## src/rtl/mmu_tlb_if.sv

```systemverilog
// Request/response and page-walk handshake bundle between the TLB and its neighbours.
// slave = TLB view, master = requester/walker view.
interface mmu_tlb_if #(
    parameter int VPN_W = 20,
    parameter int PPN_W = 20
);
    logic             req_valid;
    logic             req_ready;
    logic [31:0]      vaddr;
    logic [1:0]       acc_type;
    logic [1:0]       cur_priv;
    logic             resp_valid;
    logic [31:0]      paddr;
    logic             page_perm_r;
    logic             page_perm_w;
    logic             page_perm_x;
    logic             page_user;
    logic             resp_fault;
    logic             walk_req_valid;
    logic             walk_req_ready;
    logic [VPN_W-1:0] walk_vpn;
    logic             walk_rsp_valid;
    logic [PPN_W-1:0] walk_ppn;
    logic             walk_r;
    logic             walk_w;
    logic             walk_x;
    logic             walk_u;
    logic             walk_err;

    modport slave (
        input  req_valid, vaddr, acc_type, cur_priv,
        input  walk_req_ready, walk_rsp_valid, walk_ppn,
        input  walk_r, walk_w, walk_x, walk_u, walk_err,
        output req_ready, resp_valid, paddr,
        output page_perm_r, page_perm_w, page_perm_x, page_user, resp_fault,
        output walk_req_valid, walk_vpn
    );

    modport master (
        output req_valid, vaddr, acc_type, cur_priv,
        output walk_req_ready, walk_rsp_valid, walk_ppn,
        output walk_r, walk_w, walk_x, walk_u, walk_err,
        input  req_ready, resp_valid, paddr,
        input  page_perm_r, page_perm_w, page_perm_x, page_user, resp_fault,
        input  walk_req_valid, walk_vpn
    );
endinterface

```

## src/rtl/mmu_tlb.sv

```systemverilog
// Fully associative TLB with round-robin refill over a valid/ready walk port; hit/bypass respond at accept+1.
// Misses add walk latency + 2; req_ready is low while a miss is outstanding and responses cannot be stalled.
module mmu_tlb #(
    parameter int ENTRIES = 8,
    parameter int VPN_W   = 20,
    parameter int PPN_W   = 20
) (
    input  logic        clk,
    input  logic        rst,
    input  logic [31:0] csr_satp_q,
    input  logic        flush,
    mmu_tlb_if.slave    bus
);
    localparam int PTR_W = $clog2(ENTRIES);

    typedef struct packed {
        logic [VPN_W-1:0] tag;
        logic [PPN_W-1:0] ppn;
        logic             r;
        logic             w;
        logic             x;
        logic             u;
    } entry_t;

    typedef enum logic [1:0] {IDLE, WALK, WAIT, RESP} state_t;

    state_t             state_q;
    state_t             state_d;
    entry_t             ent_q [ENTRIES];
    logic [ENTRIES-1:0] vld_q;
    logic [PTR_W-1:0]   ptr_q;

    logic [31:0]        vaddr_q;
    logic [1:0]         acc_q;
    logic [1:0]         priv_q;
    logic               flushed_q;

    logic               resp_valid_q;
    logic [31:0]        paddr_q;
    logic               r_q;
    logic               w_q;
    logic               x_q;
    logic               u_q;
    logic               fault_q;

    logic               accept;
    logic               bypass;
    logic               hit;
    logic               walk_done;
    logic               fill_en;
    entry_t             hit_ent;
    entry_t             fill_ent;
    logic [VPN_W-1:0]   req_vpn;
    logic               unused_satp;

    function automatic logic perm_fault(input logic [1:0] acc, input logic [1:0] priv,
                                        input logic r, input logic w, input logic x, input logic u);
        return ((acc == 2'd0) && !r) || ((acc == 2'd1) && !w) || ((acc == 2'd2) && !x) ||
               ((priv == 2'd0) && !u) || ((priv == 2'd1) && u && (acc == 2'd2));
    endfunction

    assign unused_satp = ^csr_satp_q[30:0];
    assign req_vpn     = bus.vaddr[12 +: VPN_W];
    assign bypass      = !csr_satp_q[31] || (bus.cur_priv == 2'd3);

    // Tags are unique by construction, so the last match is the only match.
    always_comb begin
        hit     = 1'b0;
        hit_ent = '0;
        for (int i = 0; i < ENTRIES; i++) begin
            if (vld_q[i] && (ent_q[i].tag == req_vpn)) begin
                hit     = 1'b1;
                hit_ent = ent_q[i];
            end
        end
    end

    always_comb begin
        state_d = state_q;
        accept  = 1'b0;
        case (state_q)
            IDLE: begin
                if (bus.req_valid) begin
                    accept = 1'b1;
                    if (!bypass && !hit) state_d = WALK;
                end
            end
            WALK:    if (bus.walk_req_ready) state_d = WAIT;
            WAIT:    if (bus.walk_rsp_valid) state_d = RESP;
            RESP:    state_d = IDLE;
            default: state_d = IDLE;
        endcase
    end

    always_ff @(posedge clk) begin
        if (rst) state_q <= IDLE;
        else     state_q <= state_d;
    end

    assign bus.req_ready      = (state_q == IDLE);
    assign bus.walk_req_valid = (state_q == WALK);
    assign bus.walk_vpn       = vaddr_q[12 +: VPN_W];
    assign walk_done          = (state_q == WAIT) && bus.walk_rsp_valid;
    assign fill_en            = walk_done && !bus.walk_err && !flushed_q;

    // W^X: a writable page never keeps execute permission.
    always_comb begin
        fill_ent.tag = vaddr_q[12 +: VPN_W];
        fill_ent.ppn = bus.walk_ppn;
        fill_ent.r   = bus.walk_r;
        fill_ent.w   = bus.walk_w;
        fill_ent.x   = bus.walk_x && !bus.walk_w;
        fill_ent.u   = bus.walk_u;
    end

    always_ff @(posedge clk) begin
        if (fill_en) ent_q[ptr_q] <= fill_ent;
    end

    always_ff @(posedge clk) begin
        if (rst) begin
            vld_q        <= '0;
            ptr_q        <= '0;
            vaddr_q      <= '0;
            acc_q        <= '0;
            priv_q       <= '0;
            flushed_q    <= 1'b0;
            resp_valid_q <= 1'b0;
            paddr_q      <= '0;
            r_q          <= 1'b0;
            w_q          <= 1'b0;
            x_q          <= 1'b0;
            u_q          <= 1'b0;
            fault_q      <= 1'b0;
        end else begin
            resp_valid_q <= 1'b0;
            if (accept) begin
                vaddr_q   <= bus.vaddr;
                acc_q     <= bus.acc_type;
                priv_q    <= bus.cur_priv;
                flushed_q <= 1'b0;
                if (bypass) begin
                    resp_valid_q <= 1'b1;
                    paddr_q      <= bus.vaddr;
                    {r_q, w_q, x_q, u_q} <= 4'b1111;
                    fault_q      <= 1'b0;
                end else if (hit) begin
                    resp_valid_q <= 1'b1;
                    paddr_q      <= 32'({hit_ent.ppn, bus.vaddr[11:0]});
                    {r_q, w_q, x_q, u_q} <= {hit_ent.r, hit_ent.w, hit_ent.x, hit_ent.u};
                    fault_q      <= perm_fault(bus.acc_type, bus.cur_priv,
                                               hit_ent.r, hit_ent.w, hit_ent.x, hit_ent.u);
                end
            end else if (flush && (state_q != IDLE)) begin
                // The walk still completes and responds, but its result must not be cached.
                flushed_q <= 1'b1;
            end

            if (walk_done) begin
                resp_valid_q <= 1'b1;
                if (bus.walk_err) begin
                    paddr_q <= 32'({bus.walk_vpn, vaddr_q[11:0]});
                    {r_q, w_q, x_q, u_q} <= 4'b0000;
                    fault_q <= 1'b1;
                end else begin
                    paddr_q <= 32'({bus.walk_ppn, vaddr_q[11:0]});
                    {r_q, w_q, x_q, u_q} <= {fill_ent.r, fill_ent.w, fill_ent.x, fill_ent.u};
                    fault_q <= perm_fault(acc_q, priv_q,
                                          fill_ent.r, fill_ent.w, fill_ent.x, fill_ent.u);
                end
            end

            if (flush) begin
                vld_q <= '0;
                ptr_q <= '0;
            end else if (fill_en) begin
                vld_q[ptr_q] <= 1'b1;
                ptr_q        <= ptr_q + PTR_W'(1);
            end
        end
    end

    assign bus.resp_valid  = resp_valid_q;
    assign bus.paddr       = paddr_q;
    assign bus.page_perm_r = r_q;
    assign bus.page_perm_w = w_q;
    assign bus.page_perm_x = x_q;
    assign bus.page_user   = u_q;
    assign bus.resp_fault  = fault_q;
endmodule

```

## src/flat_wrapper.sv

```systemverilog
// flat-port wrapper written by rule: the top's interface ports become plain ports
module mmu_tlb_flat 
#(
    parameter int ENTRIES = 8,
    parameter int VPN_W   = 20,
    parameter int PPN_W   = 20
)
  (clk, rst, csr_satp_q, flush, bus_req_valid, bus_vaddr, bus_acc_type, bus_cur_priv, bus_walk_req_ready, bus_walk_rsp_valid, bus_walk_ppn, bus_walk_r, bus_walk_w, bus_walk_x, bus_walk_u, bus_walk_err, bus_req_ready, bus_resp_valid, bus_paddr, bus_page_perm_r, bus_page_perm_w, bus_page_perm_x, bus_page_user, bus_resp_fault, bus_walk_req_valid, bus_walk_vpn);
  mmu_tlb_if #(.VPN_W(VPN_W), .PPN_W(PPN_W)) bus_i ();
  input  logic clk;
  input  logic rst;
  input  logic [31:0] csr_satp_q;
  input  logic flush;
  input wire logic [$bits(bus_i.req_valid)-1:0] bus_req_valid;
  input wire logic [$bits(bus_i.vaddr)-1:0] bus_vaddr;
  input wire logic [$bits(bus_i.acc_type)-1:0] bus_acc_type;
  input wire logic [$bits(bus_i.cur_priv)-1:0] bus_cur_priv;
  input wire logic [$bits(bus_i.walk_req_ready)-1:0] bus_walk_req_ready;
  input wire logic [$bits(bus_i.walk_rsp_valid)-1:0] bus_walk_rsp_valid;
  input wire logic [$bits(bus_i.walk_ppn)-1:0] bus_walk_ppn;
  input wire logic [$bits(bus_i.walk_r)-1:0] bus_walk_r;
  input wire logic [$bits(bus_i.walk_w)-1:0] bus_walk_w;
  input wire logic [$bits(bus_i.walk_x)-1:0] bus_walk_x;
  input wire logic [$bits(bus_i.walk_u)-1:0] bus_walk_u;
  input wire logic [$bits(bus_i.walk_err)-1:0] bus_walk_err;
  output wire logic [$bits(bus_i.req_ready)-1:0] bus_req_ready;
  output wire logic [$bits(bus_i.resp_valid)-1:0] bus_resp_valid;
  output wire logic [$bits(bus_i.paddr)-1:0] bus_paddr;
  output wire logic [$bits(bus_i.page_perm_r)-1:0] bus_page_perm_r;
  output wire logic [$bits(bus_i.page_perm_w)-1:0] bus_page_perm_w;
  output wire logic [$bits(bus_i.page_perm_x)-1:0] bus_page_perm_x;
  output wire logic [$bits(bus_i.page_user)-1:0] bus_page_user;
  output wire logic [$bits(bus_i.resp_fault)-1:0] bus_resp_fault;
  output wire logic [$bits(bus_i.walk_req_valid)-1:0] bus_walk_req_valid;
  output wire logic [$bits(bus_i.walk_vpn)-1:0] bus_walk_vpn;
  assign bus_i.req_valid = bus_req_valid;
  assign bus_i.vaddr = bus_vaddr;
  assign bus_i.acc_type = bus_acc_type;
  assign bus_i.cur_priv = bus_cur_priv;
  assign bus_i.walk_req_ready = bus_walk_req_ready;
  assign bus_i.walk_rsp_valid = bus_walk_rsp_valid;
  assign bus_i.walk_ppn = bus_walk_ppn;
  assign bus_i.walk_r = bus_walk_r;
  assign bus_i.walk_w = bus_walk_w;
  assign bus_i.walk_x = bus_walk_x;
  assign bus_i.walk_u = bus_walk_u;
  assign bus_i.walk_err = bus_walk_err;
  assign bus_req_ready = bus_i.req_ready;
  assign bus_resp_valid = bus_i.resp_valid;
  assign bus_paddr = bus_i.paddr;
  assign bus_page_perm_r = bus_i.page_perm_r;
  assign bus_page_perm_w = bus_i.page_perm_w;
  assign bus_page_perm_x = bus_i.page_perm_x;
  assign bus_page_user = bus_i.page_user;
  assign bus_resp_fault = bus_i.resp_fault;
  assign bus_walk_req_valid = bus_i.walk_req_valid;
  assign bus_walk_vpn = bus_i.walk_vpn;
  mmu_tlb #(.ENTRIES(ENTRIES), .VPN_W(VPN_W), .PPN_W(PPN_W)) u_core (.clk(clk), .rst(rst), .csr_satp_q(csr_satp_q), .flush(flush), .bus(bus_i));
endmodule
```

## config.mk

```make
export PLATFORM = sky130hd
export DESIGN_NAME = mmu_tlb_flat
export DESIGN_NICKNAME = d
export VERILOG_FILES = /design/src/rtl/mmu_tlb_if.sv /design/src/rtl/mmu_tlb.sv /design/src/flat_wrapper.sv
export SDC_FILE = /design/constraint.sdc
export NUM_CORES = 1
export LEC_CHECK = 0
export BUFFER_PORTS_ARGS = -buffer_cell sky130_fd_sc_hd__buf_2
export CAP_MARGIN = 20
export CELL_PAD_IN_SITES_DETAIL_PLACEMENT = 1
export CELL_PAD_IN_SITES_GLOBAL_PLACEMENT = 1
export CORE_ASPECT_RATIO = 0.9
export CORE_MARGIN = 2
export CORE_UTILIZATION = 49
export CTS_CLUSTER_DIAMETER = 50
export DETAILED_ROUTE_END_ITERATION = 12
export GPL_TIMING_DRIVEN = 0
export PLACE_DENSITY_LB_ADDON = 0.1
export SYNTH_ARGS = -nofsm -noshare
export SYNTH_HDL_FRONTEND = slang
export SYNTH_SLANG_ARGS = --single-unit
```

## constraint.sdc

```tcl
create_clock -name clk -period 5.52 [get_ports clk]
set_input_delay 0.276 -clock clk [delete_from_list [all_inputs] [get_ports clk]]
set_output_delay 0.276 -clock clk [all_outputs]
set_load 0.02 [all_outputs]
```

==> results of run 1 <==
-- cell usage after synthesis, types with 7 or more instances --
cell type  instances  area share, %
and3_1            11           0.37
buf_2             22           0.59
clkbuf_1          54            1.1
o21a_1            10           0.41
nor4_1            27           0.91
xnor2_1          100            4.7
o22ai_1           22           0.74
a21oi_1           62            1.7
nand4_1           39            1.3
a2111oi_0         21           0.99
nor3_1            34           0.92
nor4b_1            7           0.33
nor3b_1           20           0.81
o21ai_0           44            1.2
edfxtp_1         352             57
a311oi_1          14           0.66
dfxtp_1           88            9.5
nand3_1           25           0.68
buf_4             22           0.89
nand2_1          160            3.2
mux2i_1           23            1.2
o311a_1           21            1.1
a221oi_1          21           0.99
nor2_1            75            1.5
inv_1              9           0.18
xor2_1            63            3.0
-- placed cells by master, fill, tap and decap left out, drive strengths merged, types with 4 or more instances in the layout --
cell type / netlist / final
edfxtp: 352 / 352
buf: 50 / 172
nand2: 160 / 160
clkbuf: 54 / 121
xnor2: 100 / 100
dfxtp: 88 / 88
nor2: 75 / 75
xor2: 63 / 63
a21oi: 62 / 62
o21ai: 46 / 46
nand4: 39 / 39
nor3: 34 / 34
nor4: 27 / 27
nand3: 25 / 25
mux2i: 23 / 23
o22ai: 22 / 22
a221oi: 22 / 22
a2111oi: 22 / 22
o311a: 21 / 21
nor3b: 20 / 20
dlygate4sd3: 0 / 19
a311oi: 14 / 14
clkinv: 0 / 14
and3: 11 / 11
o21a: 10 / 10
inv: 9 / 10
nor4b: 7 / 7
or4: 7 / 7
or2: 7 / 7
and2: 6 / 6
and4: 5 / 5
nand2b: 5 / 5
a211oi: 5 / 5
nand3b: 4 / 4
ha: 4 / 4
-- kinds of logic after synthesis --
group           Yosys count
flops                   440
compound gates          245
mux                      23
fa+ha+maj                 4
xor+xnor                163
simple gates            445
buf+inv                 113
-- worst max-delay path by stage --
| stage | from | to | cells after the start |
|---|---|---|---|
| after floorplan | u_core.state_q[0] | u_core.ent_q[1][0] | 6 |
| after global placement | u_core.state_q[0] | u_core.ent_q[0][13] | 6 |
| after detailed placement | bus_vaddr[12] | u_core.bus.paddr[18] | 11 |
| after CTS | u_core.ent_q[4][24] | u_core.bus.paddr[18] | 10 |
| after global routing | u_core.ent_q[4][24] | u_core.bus.paddr[26] | 10 |
| final | u_core.ent_q[4][24] | u_core.bus.paddr[18] | 10 |
-- worst max-delay path, stage by stage (launching register included) --
cell and delay, ps:
edfxtp_1 380, xnor2_1 210, or4bb_1 510, nor4_1 910, a22oi_1 330, nand2_1 250
o31ai_2 150, buf_6 180, clkbuf_1 370, a2111oi_0 590, o22ai_1 160
-- power groups by stage --
stage	Sequential (µW)	Clock (µW)	Combinational, µW
final	4010	3140	1060
after global routing	4010	3290	1140
after CTS	4000	3160	1060
after detailed placement	4070	0	1040
after global placement	4060	0	992
after floorplan	4020	0	558
-- sequential cells by signal (all words and copies together) (netlist names) --
| name | flops |
|---|---|
| u_core.acc_q | 2 |
| u_core.bus.paddr | 32 |
| u_core.bus.page_perm_r | 1 |
| u_core.bus.page_perm_w | 1 |
| u_core.bus.page_perm_x | 1 |
| u_core.bus.page_user | 1 |
| u_core.bus.resp_fault | 1 |
| u_core.bus.resp_valid | 1 |
| u_core.ent_q | 352 |
| u_core.flushed_q | 1 |
| u_core.priv_q | 2 |
| u_core.ptr_q | 3 |
| u_core.state_q | 2 |
| u_core.vaddr_q | 32 |
| u_core.vld_q | 8 |
-- through the flow --
step           setup TNS (ps)  util [%]  hold WS (ps)  std cells
2_1_floorplan               0         -           353       1433
3_3_place_gp          -131510      52.7           442       2022
3_5_place_dp                0      53.5           451       2038
4_1_cts                     0      58.1          3.07       2143
5_1_grt                     0      58.1          15.7       2143
6_report                    0      58.1          16.2       2143
-- layout make-up --
class / count / area [µm²]
Timing Repair Buffer: 141 / 946
Tap cell: 483 / 604
Clock buffer: 67 / 1340
Multi-Input combinational cell: 880 / 5700
Sequential cell: 440 / 12300
Inverter: 9 / 33.8
Fill cell: 3709 / 15600
Buffer: 104 / 523
Clock inverter: 19 / 178
-- routing by layer --
layer  track usage (%)  vias to the layer above  wire [µm]
met5                 0                        -          0
met4              10.3                        0       1880
met3              4.37                      126       3780
li1                  -                     5758          -
met2              52.3                      482      29700
met1              40.3                     6779      24600
==> metrics, run 1 <==
outcome completed; worst vdd ir 0.312 mV; mux cell area share after synthesis under 10%; fraction of layout cells with a size suffix above 1 around 16%; DR DRC count 0; Final WS setup 1330 ps; die height roughly 190 µm; ys flop type edfxtp_1; Yosys cell types 66; CTS Buffer Depth 3; # clock sinks 440; ant diodes 0; Worst Tran Pin Value 1050 ps; Worst Hold End u_core.ent_q[4][11]; Tcrit/Tclk final 76.0%; NetSw 2260 µW; fin crit period ~4200 ps; final net count 1,726; vias in the first global route ~14,000; H-tree depth 2; Seq cells post-synth 440; Post-Synth Simple-Gate Area 12.0%; post-route ant nets 0; hold_sp bus_walk_ppn[7]; Synth Area in XOR/XNOR between 7 and 8%; first-pass GRT wire length ~89,000 µm; P&R area growth vs syn 16.9%; CTS root buf clkbuf_16; Arrival @ worst endpoint roughly 4600 ps; Final setup viols 0; dpl hpwl 40,200 µm; Synth Area in Compound Gates 9.25%; TritonCTS buffer count 47; Post-CTS Repair Setup Buffers 0; CORE AREA approximately 37,000 µm²; total overflow reported by the global router 0; DR iter-0 viols between 1,000 and 1,500; FF-to-FF path depth 10; post-synthesis adder-cell area fraction less than 1%; Slew Viols, Final 0; critical path class reg2reg; First-pass DRT Iterations 5; RSZ-0062 raised after global routing false; Switching Share between 20% and 30%; clk slew on worst S/H paths roughly 60 ps; pin count of the biggest net entering global routing 26; Via density about 6; Global Route Usage Sum a little under a third; initial antenna violation count 0; Internal Pwr Total just under 6000 µW; drt wl/cell 27.9 µm; async set or reset register ratio after synthesis 0%; total wire length about 60,000 µm; Worst setup SP type flop; Seq/Total Area, Yosys between 60% and 70%; Worst Hold Depth 1; Required @ worst endpoint 5940 ps; Initial Util 49.7%; Post-Synthesis Cells 1,433; Max transition margin between 20% and 30%; die area approximately 39,000 µm²; Post-synth EDFFs around 350; worst hold path type in2reg; Synth warnings 0; Port Buffer Count 106; post-route cell area 21,700 µm²; Lkg Pwr around 0.0073 µW; Seq pwr share approximately half; Setup crit end kind flop; Final Wtd Congestion 0.868; Net Count, Synth 1,536; via count between 10,000 and 15,000; Reg-to-Reg Start u_core.ent_q[4][24]; Power Total about 8200 µW; pwr dens between 300 and 400 nW/µm²; clock share of power between 30% and 40%; Fmax 238 MHz; Post-CTS Resized 0; max cap viols 0; Mapped Avg Cell Area 12.9 µm²; Rows 67; largest family of logic cells by synthesized area simple AND/OR/NAND/NOR gates; critical path peak fanout 10; Worst Skew a little over 10 ps; Comb power frac between 10% and 20%; die width between 200 and 250 µm; clk_lat worst skew around 560 ps; final hold viol count 0; pre-CTS setup slack 1010 ps; CTS tree done; Post-DP Area between 15,000 and 20,000 µm²; R2R setup slack ~1300 ps; hold buffer count at cts 19; I/O pin cnt roughly 160; Mapped Area approximately 19,000 µm²; Reg2Reg Capture Point u_core.bus.paddr[18]
(Power assumes the default switching activity.)
==> run 2: changes to the inputs <==
--- a/config.mk
+++ b/config.mk
@@ -11,7 +11,7 @@
 export CELL_PAD_IN_SITES_GLOBAL_PLACEMENT = 1
 export CORE_ASPECT_RATIO = 0.9
 export CORE_MARGIN = 2
-export CORE_UTILIZATION = 49
+export CORE_UTILIZATION = 44
 export CTS_CLUSTER_DIAMETER = 50
 export DETAILED_ROUTE_END_ITERATION = 12
 export GPL_TIMING_DRIVEN = 0
==> constraint.sdc (replaced) <==
create_clock -name clk -period 3.61 [get_ports clk]
set_input_delay 0.1805 -clock clk [delete_from_list [all_inputs] [get_ports clk]]
set_output_delay 0.1805 -clock clk [all_outputs]
set_load 0.02 [all_outputs]
==> run 2 against run 1 <==
Sequential power up 53%; total power is 53% higher; register-to-register slack got worse by 1300 ps; cell count increased by 4.3%; die area rose by 11%; clock skew barely moved; via count shrank 1.7%; global-route usage is 2.9 points lower; critical endpoint is now u_core.bus.paddr[28]; largest power group unchanged.
==> metrics, run 2 (same netlist as run 1, synthesis figures left out) <==
Buf+Inv Stages, Crit Path 2 (unchanged); pwr dens 567 nW/µm² (+50%); worst hold path type in2reg; NetSw 3500 µW (+55%); Setup TNS 0 ps (unchanged); Hold Slack 11.2 ps (-5.05 ps); Lkg Pwr 0.00748 µW (+2.0%); Worst Skew 10.8 ps (+0.430 ps); Arrival @ worst endpoint 3990 ps (-620 ps); CTS root buf clkbuf_16; worst vdd ir 0.400 mV (+28%); Setup crit end kind flop; RSZ-0062 raised after global routing true; kind of cell adding the most delay to the critical path simple AND/OR/NAND/NOR gates; clock share of power 38.1% (-0.2 points); First-pass DRT Iterations 5 (unchanged); Port Buffer Count 106 (unchanged); DR DRC count 0 (unchanged); CTS tree done; CP most frequent cell or4_1; Worst Tran Pin Value 1120 ps (+71.2 ps); DR iter-0 viols 1,034 (-1.8%); Comb power frac 13.2% (+0.3 points); die width 220 µm (+5.4%); Top reg by flops u_core.ent_q; critical path class reg2reg; Crit path largest cell delay 620 ps (-290 ps); Internal Pwr Total 9090 µW (+53%); Final WS setup 59.2 ps (-1270 ps); Worst setup SP type flop; CP Cell Sequence xor2_1 -> or4_1 -> or4_1 -> nor2_4 -> a211o_1 -> o31ai_2 -> buf_6 -> clkbuf_2 -> a2111oi_1 -> o22ai_1; Tcrit/Tclk final 98.4% (+22 points); critical path peak fanout 10 (unchanged); post-route ant nets 0 (unchanged); FF-to-FF path depth 10 (unchanged); total overflow reported by the global router 0 (unchanged); fraction of layout cells with a size suffix above 1 16.5% (+0.87 points); initial antenna violation count 1 (+1); commonest non-fill, non-tap cell in the layout edfxtp_1; Slew Viols, Final 0 (unchanged); Fmax 282 MHz (+18%); max reg flops 352 (unchanged); Global Route Usage Sum 27.7% (-2.9 points); total wire length 59,900 µm (about the same); pre-CTS setup slack -857 ps (-1870 ps); Rows 71 (+6.0%); Final Wtd Congestion 0.803 (-7.5%); TritonCTS buffer count 48 (+2.1%); Reg2Reg Capture Point u_core.bus.paddr[28]; Reg-to-Reg Start u_core.ent_q[2][26]; Initial Util 44.5% (-5.2 points); clk_lat worst skew 590 ps (+30 ps); Switching Share 27.8% (+0.35 points); Setup crit end u_core.bus.paddr[28]; CORE AREA 41,700 µm² (+12%); drt wl/cell 26.8 µm (-4.1%); first-pass GRT wire length 87,600 µm (-1.3%); pin count of the biggest net entering global routing 26 (unchanged); Required @ worst endpoint 4050 ps (-1890 ps); critical path depth 10 (unchanged); CTS Buffer Depth 3 (unchanged); ant diodes 0 (unchanged); P&R area growth vs syn 19.7%; max cap viols 0 (unchanged); vias in the first global route 13,352 (-3.2%); Max transition margin 25.2% (-4.4 points); slowest CP cell or4_1; I/O pin cnt 159 (unchanged); clk slew on worst S/H paths 60 ps (about the same); filler cell count 4,194 (+13%); H-tree depth 2 (unchanged); final hold viol count 0 (unchanged); die area 43,800 µm² (+11%); # clock sinks 440 (unchanged); outcome completed; R2R setup slack 60 ps (-1270 ps); Worst setup startpoint u_core.ent_q[2][26]; via count 12,915 (-1.7%); fin crit period 3550 ps (-643 ps); Final setup viols 0 (unchanged); dpl hpwl 39,800 µm (-1.0%); Via density 5.78 (-5.8%); most frequent cells in the layout 352 x edfxtp_1, 160 x nand2_1, 128 x buf_2; hold_sp bus_vaddr[23]; die height 199 µm (+5.4%); final net count 1,751 (+1.4%); Seq pwr share 48.7% (about the same)
## run 2: cell count changes in the layout (fill, tap and decap cells not counted), moves of 4 or more
cell           delta
a2111oi_2         +8
nor4_2            +4
buf_6             -7
nor4_1            -5
a2111oi_1         +7
a2111oi_0        -16
dlygate4sd3_1    +27
clkbuf_2          +6
## run 2: how the worst min path moves through the flow
stage,to,cells after the start,slack [ps]
after detailed placement,u_core.vaddr_q[9],3,440
after global routing,u_core.vaddr_q[23],3,60
after global placement,u_core.ptr_q[0],2,430
after CTS,u_core.vaddr_q[23],3,7
after floorplan,u_core.ptr_q[0],1,260
final,u_core.vaddr_q[23],3,10
## run 2: layout make-up
class                           count  area (µm²)  share of cell area [%]
Inverter                            9        33.8                   0.152
Timing Repair Buffer              165        1220                    5.51
Sequential cell                   440       12300                    55.6
Buffer                            104         534                    2.41
Tap cell                          547         684                    3.08
Multi-Input combinational cell    880        5860                    26.4
Clock buffer                       76        1440                    6.49
Clock inverter                     14        90.1                   0.406
## run 2: what timing repair did
action,CTS,global route
setup endpoints to repair,36,31
buffers inserted,2,0
pin swaps,1,0
hold buffers,46,0
gates resized for setup,12,38
hold endpoints to repair,226,0
## run 2: layer usage
layer	vias up	GRT usage (%)	part of all wire, %
met3	96	3.88	5.0
met5	-	0	0
met4	0	8.82	2.7
met2	359	45.7	48
met1	6640	37.9	44
li1	5820	-	-
## run 2: through the flow
step | instance area [µm²] | instances | total power [µW] | util, %
2_1_floorplan | 18500 | 1433 | 7000 | -
3_3_place_gp | 19800 | 2086 | 7750 | 47.4
3_5_place_dp | 20000 | 2097 | 7820 | 48.1
4_1_cts | 22100 | 2235 | 12600 | 53.0
5_1_grt | 22200 | 2235 | 13000 | 53.3
6_report | 22200 | 2235 | 12600 | 53.3
## run 2: worst reg2reg max path, cell delays in order, from the launching register on
cell       delay [ps]
edfxtp_1          380
xor2_1            160
or4_1             540
or4_1             620
nor2_4            220
a211o_1           240
o31ai_2           130
buf_6             180
clkbuf_2          270
a2111oi_1         510
o22ai_1           160
## run 2: power by group through the flow
| stage | clock (µW) | combinational, µW | sequential [µW] |
|---|---|---|---|
| 2_1_floorplan | 0 | 853 | 6150 |
| 3_3_place_gp | 0 | 1530 | 6220 |
| 3_5_place_dp | 0 | 1580 | 6230 |
| 4_1_cts | 4850 | 1640 | 6130 |
| 5_1_grt | 5020 | 1810 | 6150 |
| 6_report | 4790 | 1660 | 6140 |
==> run 3: changes to the inputs <==
--- a/config.mk
+++ b/config.mk
@@ -10,8 +10,8 @@
 export CELL_PAD_IN_SITES_DETAIL_PLACEMENT = 1
 export CELL_PAD_IN_SITES_GLOBAL_PLACEMENT = 1
 export CORE_ASPECT_RATIO = 0.9
-export CORE_MARGIN = 2
-export CORE_UTILIZATION = 44
+export CORE_MARGIN = 5
+export CORE_UTILIZATION = 49
 export CTS_CLUSTER_DIAMETER = 50
 export DETAILED_ROUTE_END_ITERATION = 12
 export GPL_TIMING_DRIVEN = 0
==> constraint.sdc (replaced) <==
create_clock -name clk -period 3.3 [get_ports clk]
set_input_delay 0.165 -clock clk [delete_from_list [all_inputs] [get_ports clk]]
set_output_delay 0.165 -clock clk [all_outputs]
set_load 0.02 [all_outputs]
==> run 3 against run 2 <==
Wire length rose by 3.6%; via count rose by 3.4%; die area fell by 4.5%; critical path depth fell by 3; combinational power rose by 14%; total power rose by 11%; final area rose by 1.6%; utilization rose by 7.2 points; first-iteration DRC count rose by 28%; clock power rose by 12%; clock skew rose by 10 ps; global-route usage rose by 0.84 points.
==> metrics, run 3 (same netlist as run 1, synthesis figures left out) <==
P&R area growth vs syn 21.6%; Required @ worst endpoint 3560 ps (-490 ps); CTS Buffer Depth 3 (unchanged); DR iter-0 viols 1,328 (+28%); filler cell count 3,622 (-14%); DR DRC count 0 (unchanged); Comb power frac 13.6% (+0.4 points); vias in the first global route 14,079 (+5.4%); fin crit period 3280 ps (-274 ps); Max transition margin 20.5% (-4.6 points); pin count of the biggest net entering global routing 26 (unchanged); first-pass GRT wire length 90,100 µm (+2.8%); via count 13,357 (+3.4%); fraction of layout cells with a size suffix above 1 19.1% (+2.7 points); Top reg by flops u_core.ent_q; Port Buffer Count 106 (unchanged); total wire length 62,000 µm (+3.6%); TritonCTS buffer count 47 (-2.1%); Initial Util 49.7% (+5.2 points); die width 215 µm (-2.4%); Global Route Usage Sum 28.6% (+0.84 points); Switching Share 27.5% (-0.29 points); critical path peak fanout 25 (+15); Worst Tran Pin Value 1190 ps (+69.5 ps); RSZ-0062 raised after global routing true; Rows 67 (-5.6%); clock share of power 38.3% (+0.2 points); clk slew on worst S/H paths 70 ps (about the same); Slew Viols, Final 0 (unchanged); commonest non-fill, non-tap cell in the layout edfxtp_1; CORE AREA 37,300 µm² (-10%); CTS tree done; max reg flops 352 (unchanged); final hold viol count 0 (unchanged); Worst Skew 20.9 ps (+10.1 ps); pwr dens 619 nW/µm² (+9.1%); Setup crit end kind flop; most frequent cells in the layout 352 x edfxtp_1, 160 x nand2_1, 122 x buf_2; final net count 1,758 (+0.40%); worst vdd ir 0.479 mV (+20%); Via density 6.14 (+6.2%); post-route cell area 22,500 µm² (+1.6%); First-pass DRT Iterations 5 (unchanged); H-tree depth 2 (unchanged); Lkg Pwr 0.00768 µW (+2.7%); Setup TNS 0 ps (unchanged); Final Wtd Congestion 0.873 (+8.7%); clk_lat worst skew 570 ps (-20 ps); Tcrit/Tclk final 99.3% (+0.93 points); die height 195 µm (-2.1%); I/O pin cnt 159 (unchanged); Arrival @ worst endpoint 3540 ps (-450 ps); die area 41,800 µm² (-4.5%); Internal Pwr Total 10,100 µW (+11%); Post-DP Area 20,000 µm² (-0.20%); dpl hpwl 40,500 µm (+1.6%); post-route ant nets 0 (unchanged); NetSw 3840 µW (+9.7%); Fmax 305 MHz (+8.4%); Seq pwr share 48.0% (-0.7 points); max cap viols 0 (unchanged); outcome completed; total overflow reported by the global router 0 (unchanged); critical path class reg2reg; drt wl/cell 28.5 µm (+6.4%); Final setup viols 0 (unchanged); Power Total 14,000 µW (+11%); Worst setup SP type flop; worst hold path type in2reg; ant diodes 0 (unchanged); # clock sinks 440 (unchanged); initial antenna violation count 2 (+1); CTS root buf clkbuf_16
==> run 3: final cells by class <==
type,instances,area [µm²],share of cell area [%]
flip-flops and latches,440,12300,54.7
multi-input cells,880,6060,26.9
repair buffers,174,1370,6.06
clock buffers,62,1330,5.88
well taps,483,604,2.68
plain buffers,103,587,2.60
clock inverters,25,234,1.04
inverters,9,33.8,0.150
==> run 3: critical path, stage by stage (launching register included) <==
cell and delay [ps]:
dfxtp_1 310, inv_1 100, ha_1 250, nand2_1 180, nor3_1 630, nand2b_1 440, nor2_4 750, buf_12 270
==> run 3: metal layers <==
metal,GRT usage [%],up-vias,wire [µm]
li1,-,5836,-
met1,38.6,6864,24700
met2,48.9,536,30900
met3,4.01,119,4720
met4,7.99,2,1750
met5,0,-,13
==> run 3: per-stage QoR <==
step	std cells	utilization, %	setup WS (ps)	hold WS (ps)
6_report	2176	60.4	23.3	41.1
5_1_grt	2176	60.4	-94.7	66.8
4_1_cts	2171	59.7	-29.0	14.6
3_5_place_dp	2034	53.6	-1050	420
3_3_place_gp	2022	52.7	-2040	410
2_1_floorplan	1433	-	-408	242
==> run 3: power groups by stage <==
stage | clock network [µW] | registers, µW | logic [µW]
6_report | 5350 | 6710 | 1900
2_1_floorplan | 0 | 6720 | 933
3_5_place_dp | 0 | 6810 | 1750
4_1_cts | 5390 | 6690 | 1860
3_3_place_gp | 0 | 6790 | 1670
5_1_grt | 5630 | 6720 | 2040
==> run 3: timing repair <==
item / CTS / global route
gates resized for setup: 61 / 51
hold endpoints to repair: 221 / 0
cloned: 0 / 1
endpoints found under the setup margin: 37 / 68
buffers inserted: 4 / 5
pin swaps: 4 / 14
hold buffers: 46 / 0
==> run 3: path summary, 6_finish.rpt <==
| check | startpoint | end | slack, ps | depth (start not counted) |
|---|---|---|---|---|
| setup / recovery | u_core.state_q[0] | u_core.ent_q[2][37] | 20 | 7 |
| setup reg to reg | u_core.state_q[0] | u_core.ent_q[2][37] | 20 | 7 |
| hold / removal | bus_vaddr[23] | u_core.vaddr_q[23] | 40 | 3 |
| hold reg to reg | u_core.vaddr_q[7] | u_core.vaddr_q[7] | 460 | 2 |
